File: config.mk
export PLATFORM = sky130hd
export DESIGN_NAME = fibonacci_seq_flat
export DESIGN_NICKNAME = d
export VERILOG_FILES = /design/src/rtl/fib_pkg.sv /design/src/rtl/fibonacci_seq_if.sv /design/src/rtl/fibonacci_seq.sv /design/src/flat_wrapper.sv
export SDC_FILE = /design/constraint.sdc
export NUM_CORES = 1
export LEC_CHECK = 0
export ABC_AREA = 1
export BUFFER_PORTS_ARGS = -buffer_cell sky130_fd_sc_hd__buf_4
export CORE_MARGIN = 2
export CORE_UTILIZATION = 30
export DETAILED_ROUTE_END_ITERATION = 7
export GPL_TIMING_DRIVEN = 0
export PLACE_DENSITY_LB_ADDON = 0.3
export SLEW_MARGIN = 25
export SYNTH_ARGS = -nofsm -noshare
export SYNTH_HDL_FRONTEND = slang
export SYNTH_SLANG_ARGS = --single-unit
export TNS_END_PERCENT = 5
File: constraint.sdc
create_clock -name clock -period 3.7 [get_ports clock]
set_clock_uncertainty 0.05 [all_clocks]
set_input_delay 0.925 -clock clock [delete_from_list [all_inputs] [get_ports clock]]
set_output_delay 0.925 -clock clock [all_outputs]
set_load 0.05 [all_outputs]
File: src/rtl/fib_pkg.sv
// Shared constants and types for the Fibonacci sequence generator.
package fib_pkg;

  localparam int unsigned FIB_WIDTH     = 6;
  localparam int unsigned FIB_IDX_W     = 8;
  localparam int unsigned CLK_PERIOD_NS = 10;

  typedef logic [FIB_WIDTH-1:0] term_t;

endpackage

File: src/rtl/fibonacci_seq_if.sv
// Seed/term bundle for fibonacci_seq.
// Carries the ovf flag only when FIB_OVERFLOW_FLAG_EN is defined.
interface fibonacci_seq_if
  import fib_pkg::*;
#(
  parameter int unsigned WIDTH = FIB_WIDTH,
  parameter int unsigned IDX_W = FIB_IDX_W
);

  logic [WIDTH-1:0] f0;
  logic [WIDTH-1:0] f1;
  logic [WIDTH-1:0] fn;
  logic [IDX_W-1:0] idx;

`ifdef FIB_OVERFLOW_FLAG_EN
  logic ovf;

  modport master (output f0, f1, input fn, idx, ovf);
  modport slave  (input f0, f1, output fn, idx, ovf);
`else
  modport master (output f0, f1, input fn, idx);
  modport slave  (input f0, f1, output fn, idx);
`endif

endinterface

File: src/rtl/fibonacci_seq.sv
// Fibonacci term generator: seeds load while reset is high, one new term per clock after release.
// Defining FIB_OVERFLOW_FLAG_EN adds a sticky carry-out flag (ovf) on the interface.
module fibonacci_seq
  import fib_pkg::*;
#(
  parameter int unsigned WIDTH = FIB_WIDTH,
  parameter int unsigned IDX_W = FIB_IDX_W
) (
  input  logic             clock,
  input  logic             reset,
  fibonacci_seq_if.slave   bus
);

  logic [WIDTH-1:0] a_q, a_d;
  logic [WIDTH-1:0] b_q, b_d;
  logic [IDX_W-1:0] idx_q, idx_d;

`ifdef FIB_OVERFLOW_FLAG_EN
  logic [WIDTH:0] sum;
  logic           ovf_q, ovf_d;
`else
  logic [WIDTH-1:0] sum;
`endif

  always_comb begin
`ifdef FIB_OVERFLOW_FLAG_EN
    sum = {1'b0, a_q} + {1'b0, b_q};
`else
    sum = a_q + b_q;
`endif
    a_d   = b_q;
    b_d   = sum[WIDTH-1:0];
    idx_d = idx_q + IDX_W'(1);
    if (reset) begin
      a_d   = bus.f0;
      b_d   = bus.f1;
      idx_d = '0;
    end
  end

`ifdef FIB_OVERFLOW_FLAG_EN
  // Sticky: once a carry is seen it holds until the next reset.
  always_comb begin
    ovf_d = ovf_q | sum[WIDTH];
    if (reset) ovf_d = 1'b0;
  end
`endif

  always_ff @(posedge clock) begin
    a_q   <= a_d;
    b_q   <= b_d;
    idx_q <= idx_d;
`ifdef FIB_OVERFLOW_FLAG_EN
    ovf_q <= ovf_d;
`endif
  end

  assign bus.fn  = a_q;
  assign bus.idx = idx_q;
`ifdef FIB_OVERFLOW_FLAG_EN
  assign bus.ovf = ovf_q;
`endif

endmodule

File: src/flat_wrapper.sv
// flat-port wrapper written by rule: the top's interface ports become plain ports
module fibonacci_seq_flat import fib_pkg::*;
#(
  parameter int unsigned WIDTH = FIB_WIDTH,
  parameter int unsigned IDX_W = FIB_IDX_W
)
  (clock, reset, bus_f0, bus_f1, bus_fn, bus_idx);
  fibonacci_seq_if #(.WIDTH(WIDTH), .IDX_W(IDX_W)) bus_i ();
  input  logic clock;
  input  logic reset;
  input wire logic [$bits(bus_i.f0)-1:0] bus_f0;
  input wire logic [$bits(bus_i.f1)-1:0] bus_f1;
  output wire logic [$bits(bus_i.fn)-1:0] bus_fn;
  output wire logic [$bits(bus_i.idx)-1:0] bus_idx;
  assign bus_i.f0 = bus_f0;
  assign bus_i.f1 = bus_f1;
  assign bus_fn = bus_i.fn;
  assign bus_idx = bus_i.idx;
  fibonacci_seq #(.WIDTH(WIDTH), .IDX_W(IDX_W)) u_core (.clock(clock), .reset(reset), .bus(bus_i));
endmodule
==> results_dict.tcl, run 1 <==
set metrics [dict create \
    status "finished clean" \
    synthMuxAreaShare 0 \
    clk_pin_slew_worst_paths_ns 0.11 \
    first_iter_violations 20 \
    design_area_mm2 0.00119 \
    area_growth_pct 27.7 \
    gp_congestion 0.767 \
    max_freq_mhz 514 \
    dr_total_vias 809 \
    worstMarginPinSlew_ns 0.211 \
    cp.arrival_ns 0.97 \
    initial_core_util 0.311 \
    leakage_uw 0.000586 \
    grt_max_degree 11 \
    drc_errors 0 \
    synthXorXnorAreaFrac 0.00938 \
    fin_nets 173 \
    worstPathRequired_ns 2.72 \
    overflow 0 \
    drive_above_1_share 0.253 \
    cts_tree "done" \
    setup_viol 0 \
    syn_area_um2 933 \
    ir_drop_v 0.000175 \
    grt_pass1_vias 774 \
    rsz0062_at_grt "no" \
    grt_util_all_layers 0.121 \
    synth.distinct_cells 22 \
    cts-htree-levels 1 \
    yosys_warnings 0 \
    routed_wl_mm 1.87 \
    synth_top_family_by_area "simple AND/OR/NAND/NOR gates" \
    cts_resized 0 \
    syn_avg_cell_area_um2 7.71 \
    hold_viol 0 \
    synthAdderAreaFrac 0.102 \
    ios 28 \
    cap_violations 0 \
    cts_inserted_buffers 3 \
    drtAntennaViolNets 0 \
    min_period_ns 1.95 \
    core_mm2 0.00300 \
    relSlewSlack 0.859 \
    n_fill_cell 321 \
    postSynthCellCount 121 \
    dpl_worst_slack_ns 2.08 \
    synth_nets 142 \
    timing_max_transition_violations_final 0 \
    finalCritPeriodShare 0.526 \
    avgViaCountPerCell 4.42 \
    die_x_um 59.8 \
    ys_seq_area_frac 0.429 \
    cts-root-buf "clkbuf_4" \
    drtPass1Iterations 2 \
    antenna_cells 0 \
    cts_buffer_depth 2 \
    cp_slowest_cell "dfxtp_1" \
    setup_ws_ns 1.75 \
    wire_per_inst_um 10.2 \
    finalCoreUtilization 0.397 \
    cts_hold_buf 0 \
    critPathTopFamily "flip-flops" \
    synth-simple-area-share 0.271 \
    crit_buf_inv 1 \
    cp-end-kind "output port" \
    power_density_mw_per_mm2 492 \
    crit_path_max_incr_delay_ns 0.44 \
    finalSetupTns_ns 0 \
    clk_latency_ns 0.29 \
    ys_seq_elements 20 \
    synth_compound_area_frac 0.101 \
    clock-sinks 20 \
    worst-path-max-fanout 6 \
    dieArea_mm2 0.00357 \
    row_count 20 \
    path_cells "buf_4" \
    hold_class "reg -> reg" \
    post_cts_buffers 0 \
    crit_type "reg -> out" \
    die_h_um 59.8 \
    grt_pass1_wl_mm 3.25 \
    portBuffers 26 \
    dpl_cell_area_mm2 0.00117 \
    cp-start-kind "register" \
    dp_hpwl_mm 1.45 \
    antenna_found_initial 0 \
]
-- synth_stat cells --
cell type   n  area share
fa_1        1       0.021
o21a_1      1      0.0080
o21ai_0     1      0.0054
buf_4       1      0.0080
dfxtp_1    20        0.43
clkinv_1    2      0.0080
a31oi_1     1      0.0067
ha_1        6       0.080
nand3_2     2       0.021
buf_2       1      0.0054
inv_4       1      0.0067
o21ai_1     7       0.038
nor2_4      1       0.012
buf_6       1       0.012
nand2_1    36        0.14
nor2_1      8       0.032
nand3_1     8       0.043
xnor2_1     1      0.0094
inv_1      12       0.048
a21oi_1     8       0.043
nor3_2      1       0.011
nand2_2     1      0.0067
-- stage by stage --
stage	cells	hold WS (ns)	total power (uW)
finish	183	0.409	587
global route	183	0.443	639
CTS	183	0.416	595
detailed placement	180	0.400	494
global placement	180	0.382	487
floorplan	121	0.373	436
-- where the power goes --
part | total [uW] | internal, uW | switching [uW]
registers | 268 | 247 | 20.3
logic | 219 | 84.2 | 135
clock network | 101 | 37.9 | 62.9
total | 587 | 369 | 218
-- registers in the layout, indices dropped and copies added (netlist names) --
| name | flops |
|---|---|
| u_core.bus.fn | 6 |
| u_core.b_q | 6 |
| u_core.bus.idx | 8 |
-- placed cells by master, fill, tap and decap left out, drive strengths merged --
cell type,count
a21oi,8
a31oi,1
buf,29
clkbuf,3
clkinv,2
dfxtp,20
fa,1
ha,6
inv,13
nand2,37
nand3,10
nor2,9
nor3,1
o21a,1
o21ai,8
xnor2,1
-- final timing paths --
kind / slack (ns) / startpoint / depth (start not counted) / end
worst max-delay path: 1.75 / u_core.bus.idx[4] / 1 / bus_idx[4]
worst min-delay path: 0.41 / u_core.b_q[4] / 2 / u_core.bus.fn[4]
worst min register to register: 0.41 / u_core.b_q[4] / 2 / u_core.bus.fn[4]
worst max register to register: 2.19 / u_core.bus.fn[0] / 8 / u_core.b_q[4]
-- kinds of logic after synthesis --
| group | Yosys count |
|---|---|
| AND/OR/NAND/NOR | 57 |
| flip-flops | 20 |
| AO/OA/AOI/OAI | 18 |
| buffers and inverters | 18 |
| adder cells (fa/ha/maj) | 7 |
| XOR/XNOR | 1 |
-- routing by layer --
layer,GRT usage,wire length (um)
met1,0.148,922
met2,0.202,857
met3,0.0195,66
met4,0.0667,27
met5,0,0
-- layout make-up --
class / instances / area (um2) / area share
multi-input combinational: 83 / 450 / 0.378
sequential: 20 / 400 / 0.336
timing repair buffer: 26 / 195 / 0.164
inverter: 15 / 58.8 / 0.0493
tap: 33 / 41.3 / 0.0346
buffer: 3 / 23.8 / 0.0199
clock buffer: 3 / 22.5 / 0.0189
No activity file was read; power rests on OpenSTA's default activity.
==> run 2, diff against run 1 <==
--- a/config.mk
+++ b/config.mk
@@ -5,7 +5,7 @@
 export SDC_FILE = /design/constraint.sdc
 export NUM_CORES = 1
 export LEC_CHECK = 0
-export ABC_AREA = 1
+export ABC_AREA = 0
 export BUFFER_PORTS_ARGS = -buffer_cell sky130_fd_sc_hd__buf_4
 export CORE_MARGIN = 2
 export CORE_UTILIZATION = 30
==> constraint.sdc (replaced) <==
create_clock -name clock -period 1.9 [get_ports clock]
set_clock_uncertainty 0.05 [all_clocks]
set_input_delay 0.475 -clock clock [delete_from_list [all_inputs] [get_ports clock]]
set_output_delay 0.475 -clock clock [all_outputs]
set_load 0.05 [all_outputs]
==> run 2 against run 1 <==
Largest power group is now combinational logic. Flip-flop and latch count is the same. Largest cell class unchanged. Area after synthesis decreased by 6.2%. Worst hold slack got worse by 0.083 ns. Sequential power increased by 120%. Setup slack worse by 1.6 ns. Cell count decreased by 19%. Combinational power grew to 2.9 times the previous value. Design area decreased by 3.5%. Critical path type is now reg -> reg. Core utilization up 2.0 points. Power increased by 150%.
==> results_dict.tcl, run 2 <==
set metrics [dict create \
    status "finished clean" \
    synth_nets 109 \
    syn_area_um2 876 \
    route.met2.wl_um 776 \
    r2r_cells 5 \
    post_cts_buffers 0 \
    grt_pass1_vias 676 \
    drtPass1Iterations 4 \
    largest_reg_flops 8 \
    cts_resized 0 \
    timing_max_transition_violations_final 0 \
    worstMarginPinSlew_ns 0.435 \
    netlist.area_leader.share 0.457 \
    rsz0062_at_grt "no" \
    cts_tree "done" \
    grt_max_degree 12 \
    dp_hpwl_mm 1.28 \
    drive_above_1_share 0.347 \
    postSynthCellCount 88 \
    synth_common_cells "dfxtp_1 (20), nor2_1 (8), nand2_1 (7)" \
    drt-met1-wl_um 739 \
    layout_common_cells "buf_4 (26), dfxtp_1 (16), nor2_1 (8)" \
    first_iter_violations 3 \
    leakage_uw 0.000537 \
    finalSetupTns_ns 0 \
    clk_pin_slew_worst_paths_ns 0.11 \
    relSlewSlack 0.710 \
    avgViaCountPerCell 4.68 \
    finalCritPeriodShare 0.927 \
    worstPathRequired_ns 2.05 \
    n_fill_cell 281 \
    yosys_most_used_dff "dfxtp_1" \
    r2r_slack_ns 0.14 \
    area_growth_pct 31.4 \
    place_inst 145 \
    die_x_um 58.0 \
    layoutNonFillerInstCount 149 \
    power_density_mw_per_mm2 1270 \
    swShare 0.373 \
    intPower_uw 918 \
    dieArea_mm2 0.00337 \
    hold_depth 3 \
    grt_util_all_layers 0.106 \
    routed_wl_mm 1.65 \
    cp-start-kind "register" \
    cts-root-buf "clkbuf_4" \
    initial_core_util 0.318 \
    row_count 19 \
    power_frac_comb 0.438 \
    ys_seq_area_frac 0.457 \
    cts_inserted_buffers 3 \
    antenna_found_initial 0 \
    hold_class "in -> reg" \
    cts_buffer_depth 2 \
    syn_avg_cell_area_um2 9.95 \
    drc_errors 0 \
    highest_layer "met4" \
    cts_hold_buf 0 \
    yosysMostFrequentCell "dfxtp_1" \
    clockPowerShare 0.166 \
    wl_met3_um 119 \
    portBuffers 26 \
    worst-path-max-fanout 4 \
    max_freq_mhz 568 \
    synthTopCellsByArea "dfxtp_1 (46%), ha_1 (8.6%), mux2_2 (7.7%)" \
    crit_type "reg -> reg" \
    yosys_warnings 0 \
    synth-async-reset-ratio 0 \
    die_h_um 58.0 \
    wire_per_inst_um 11.1 \
    power.switching_uw 545 \
    drtAntennaViolNets 0 \
    antenna_cells 0 \
    synth.distinct_cells 23 \
    min_period_ns 1.76 \
    layout_commonest_cell "buf_4" \
    clock-sinks 20 \
    fin_nets 140 \
    core_mm2 0.00276 \
    synth_top_area_cell "dfxtp_1" \
    synth_edf_count 0 \
    hold_viol 0 \
    overflow 0 \
    cts-htree-levels 1 \
    grt_pass1_wl_mm 2.70 \
    clk_latency_ns 0.30 \
    cp.arrival_ns 1.91 \
    ios 28 \
    setup_viol 0 \
    cp-end-kind "register" \
    dr_total_vias 698 \
    ir_drop_v 0.000984 \
    cap_violations 0 \
    sequentialPowerShare 0.396 \
    ys_seq_elements 20 \
    gp_congestion 0.744 \
]
-- run 2: changes by cell type after synthesis, sizes merged, moves of 4 or more --
cell   delta
inv       -9
mux2      +6
nand2    -30
nand3     -6
xor2      +6
a21oi     -6
o21ai     -4
-- run 2: per-layer routing --
metal  GRT usage  vias to the layer above
li1            -                      357
met1       0.117                      316
met2       0.190                       23
met5           0                        -
met4      0.0299                        0
met3      0.0402                        2
-- run 2: logic make-up after synthesis --
group / after synthesis / share of synthesized area
fa+ha+maj: 7 / 0.109
compound gates: 13 / 0.100
mux: 6 / 0.0771
flops: 20 / 0.457
buf+inv: 7 / 0.0314
simple gates: 26 / 0.136
xor+xnor: 9 / 0.0900
-- run 2: area by class of cell --
cell class                      count  area, um2  share of cell area
Buffer                              3       12.5              0.0109
Clock buffer                        4       36.3              0.0315
Inverter                            4       15.0              0.0130
Multi-Input combinational cell     61        448               0.389
Sequential cell                    20        405               0.352
Tap cell                           31       38.8              0.0337
Timing Repair Buffer               26        195               0.170
-- run 2: final timing paths --
kind                startpoint                 to
min reg2reg  u_core.bus.idx[0]  u_core.bus.idx[0]
max           u_core.bus.fn[2]      u_core.b_q[5]
max reg2reg   u_core.bus.fn[2]      u_core.b_q[5]
min                  bus_f0[1]   u_core.bus.fn[1]
-- run 2: power by group through the flow --
stage	sequential, uW	combinational, uW	clock (uW)
6_report	580	640	243
5_1_grt	596	718	273
4_1_cts	583	647	258
3_5_place_dp	592	643	0
3_3_place_gp	588	632	0
2_1_floorplan	721	357	0
-- run 2: critical path, stage by stage, from the launching register on --
cell and delay (ns):
dfxtp_2 0.34, ha_1 0.34, o211a_1 0.22, o21a_1 0.11, or4_1 0.47, o311a_1 0.14
-- run 2: through the flow --
stage	util	setup WS (ns)	hold WS, ns	area, um2	power [uW]
2_1_floorplan	-	0.0346	0.412	881	1080
3_3_place_gp	0.404	0.177	0.394	1110	1220
3_5_place_dp	0.404	0.153	0.401	1110	1230
4_1_cts	0.417	0.130	0.312	1150	1490
5_1_grt	0.417	0.0809	0.318	1150	1590
6_report	0.417	0.139	0.326	1150	1460
==> run 3, diff against run 2 <==
--- a/config.mk
+++ b/config.mk
@@ -7,8 +7,9 @@
 export LEC_CHECK = 0
 export ABC_AREA = 0
 export BUFFER_PORTS_ARGS = -buffer_cell sky130_fd_sc_hd__buf_4
+export CAP_MARGIN = 5
 export CORE_MARGIN = 2
-export CORE_UTILIZATION = 30
+export CORE_UTILIZATION = 48
 export DETAILED_ROUTE_END_ITERATION = 7
 export GPL_TIMING_DRIVEN = 0
 export PLACE_DENSITY_LB_ADDON = 0.3
==> run 3 against run 2 <==
Combinational power hardly changed. Global-route usage is 5.9 points higher. Critical path depth unchanged. Setup slack worse by 0.024 ns. Die area decreased by 35%.
==> results_dict.tcl, run 3 (same netlist as run 2, synthesis figures left out) <==
set metrics [dict create \
    drive_above_1_share 0.347 \
    timing_max_transition_violations_final 0 \
    die_x_um 46.7 \
    place_inst 139 \
    cp.arrival_ns 1.92 \
    finalCritPeriodShare 0.939 \
    ir_drop_v 0.000905 \
    core_mm2 0.00173 \
    routed_wl_mm 1.62 \
    drtAntennaViolNets 0 \
    worstPathRequired_ns 2.04 \
    grt_max_degree 13 \
    portBuffers 26 \
    layout_common_cells "buf_4 (26), dfxtp_1 (16), nor2_1 (8)" \
    overflow 0 \
    first_iter_violations 8 \
    antenna_found_initial 0 \
    largest_reg_flops 8 \
    power_density_mw_per_mm2 1360 \
    post_cts_buffers 0 \
    die_h_um 46.7 \
    cap_violations 0 \
    dpl_worst_slack_ns 0.142 \
    wire_per_inst_um 11.3 \
    cp-end-kind "register" \
    cts-root-buf "clkbuf_4" \
    cts_tree "done" \
    cts_hold_buf 0 \
    grt_pass1_vias 628 \
    cts_inserted_buffers 3 \
    drtPass1Iterations 4 \
    gp_congestion 0.716 \
    area_growth_pct 32.4 \
    clk_pin_slew_worst_paths_ns 0.13 \
    crit_type "reg -> reg" \
    layoutNonFillerInstCount 143 \
    dieArea_mm2 0.00218 \
    max_freq_mhz 560 \
    dp_hpwl_mm 1.24 \
    min_period_ns 1.78 \
    finalCoreUtilization 0.672 \
    setup_ws_ns 0.115 \
    row_count 15 \
    hold_viol 0 \
    hold_class "in -> reg" \
    worstMarginPinSlew_ns 0.447 \
    initial_core_util 0.507 \
    rsz0062_at_grt "no" \
    finalSetupTns_ns 0 \
    cp-start-kind "register" \
    cts_buffer_depth 2 \
    dr_total_vias 710 \
    clock-sinks 20 \
    avgViaCountPerCell 4.97 \
    clk_latency_ns 0.30 \
    setup_viol 0 \
    fin_nets 140 \
    antenna_cells 0 \
    worst-path-max-fanout 3 \
    cts-htree-levels 1 \
    holdWs_ns 0.314 \
    grt_pass1_wl_mm 2.59 \
    grt_util_all_layers 0.165 \
    cts_resized 0 \
    relSlewSlack 0.702 \
    leakage_uw 0.000544 \
    layout_commonest_cell "buf_4" \
    ios 28 \
    status "finished clean" \
    drc_errors 0 \
]
[run 3: cell count changes in the layout (fill, tap and decap cells not counted), sizes merged]
cell | before | now
bufinv | 0 | 1
clkbuf | 6 | 5
[run 3: worst paths after layout]
kind	cells after the start	slack, ns	to	from
worst max-delay path	5	0.12	u_core.b_q[5]	u_core.bus.fn[1]
worst min-delay path	3	0.31	u_core.b_q[1]	bus_f1[1]
worst max register to register	5	0.12	u_core.b_q[5]	u_core.bus.fn[1]
worst min register to register	1	0.44	u_core.bus.idx[0]	u_core.bus.idx[0]
[run 3: worst max-delay path, cell delays in order, from the launching register on]
cell and delay (ns):
dfxtp_2 0.35, ha_1 0.29, a21o_1 0.20, o21a_1 0.18
or4_1 0.47, o311a_1 0.14
[run 3: area by class of cell]
type	instances	area (um2)
inverters	4	15.0
clock buffers	3	22.5
clock inverters	1	30.0
repair buffers	26	195
fillers	150	567
well taps	25	31.3
plain buffers	3	12.5
flip-flops and latches	20	405
multi-input cells	61	448
[run 3: report_power, final]
part | total, uW | internal, uW | switching, uW
sequential | 584 | 524 | 60.5
clock | 347 | 213 | 134
combinational | 641 | 278 | 364
total | 1570 | 1010 | 558
[run 3: per-stage QoR]
stage	instance area (um2)	power, uW
finish	1160	1570
global route	1160	1680
CTS	1160	1580
detailed placement	1110	1230
global placement	1110	1210
floorplan	881	1080
[run 3: layer usage]
| metal | vias up | GRT usage | routed length [um] |
|---|---|---|---|
| met5 | - | 0 | 0 |
| met4 | 0 | 0.0500 | 13 |
| met3 | 2 | 0.0235 | 75 |
| met2 | 19 | 0.269 | 740 |
| met1 | 328 | 0.227 | 786 |
| li1 | 361 | - | - |
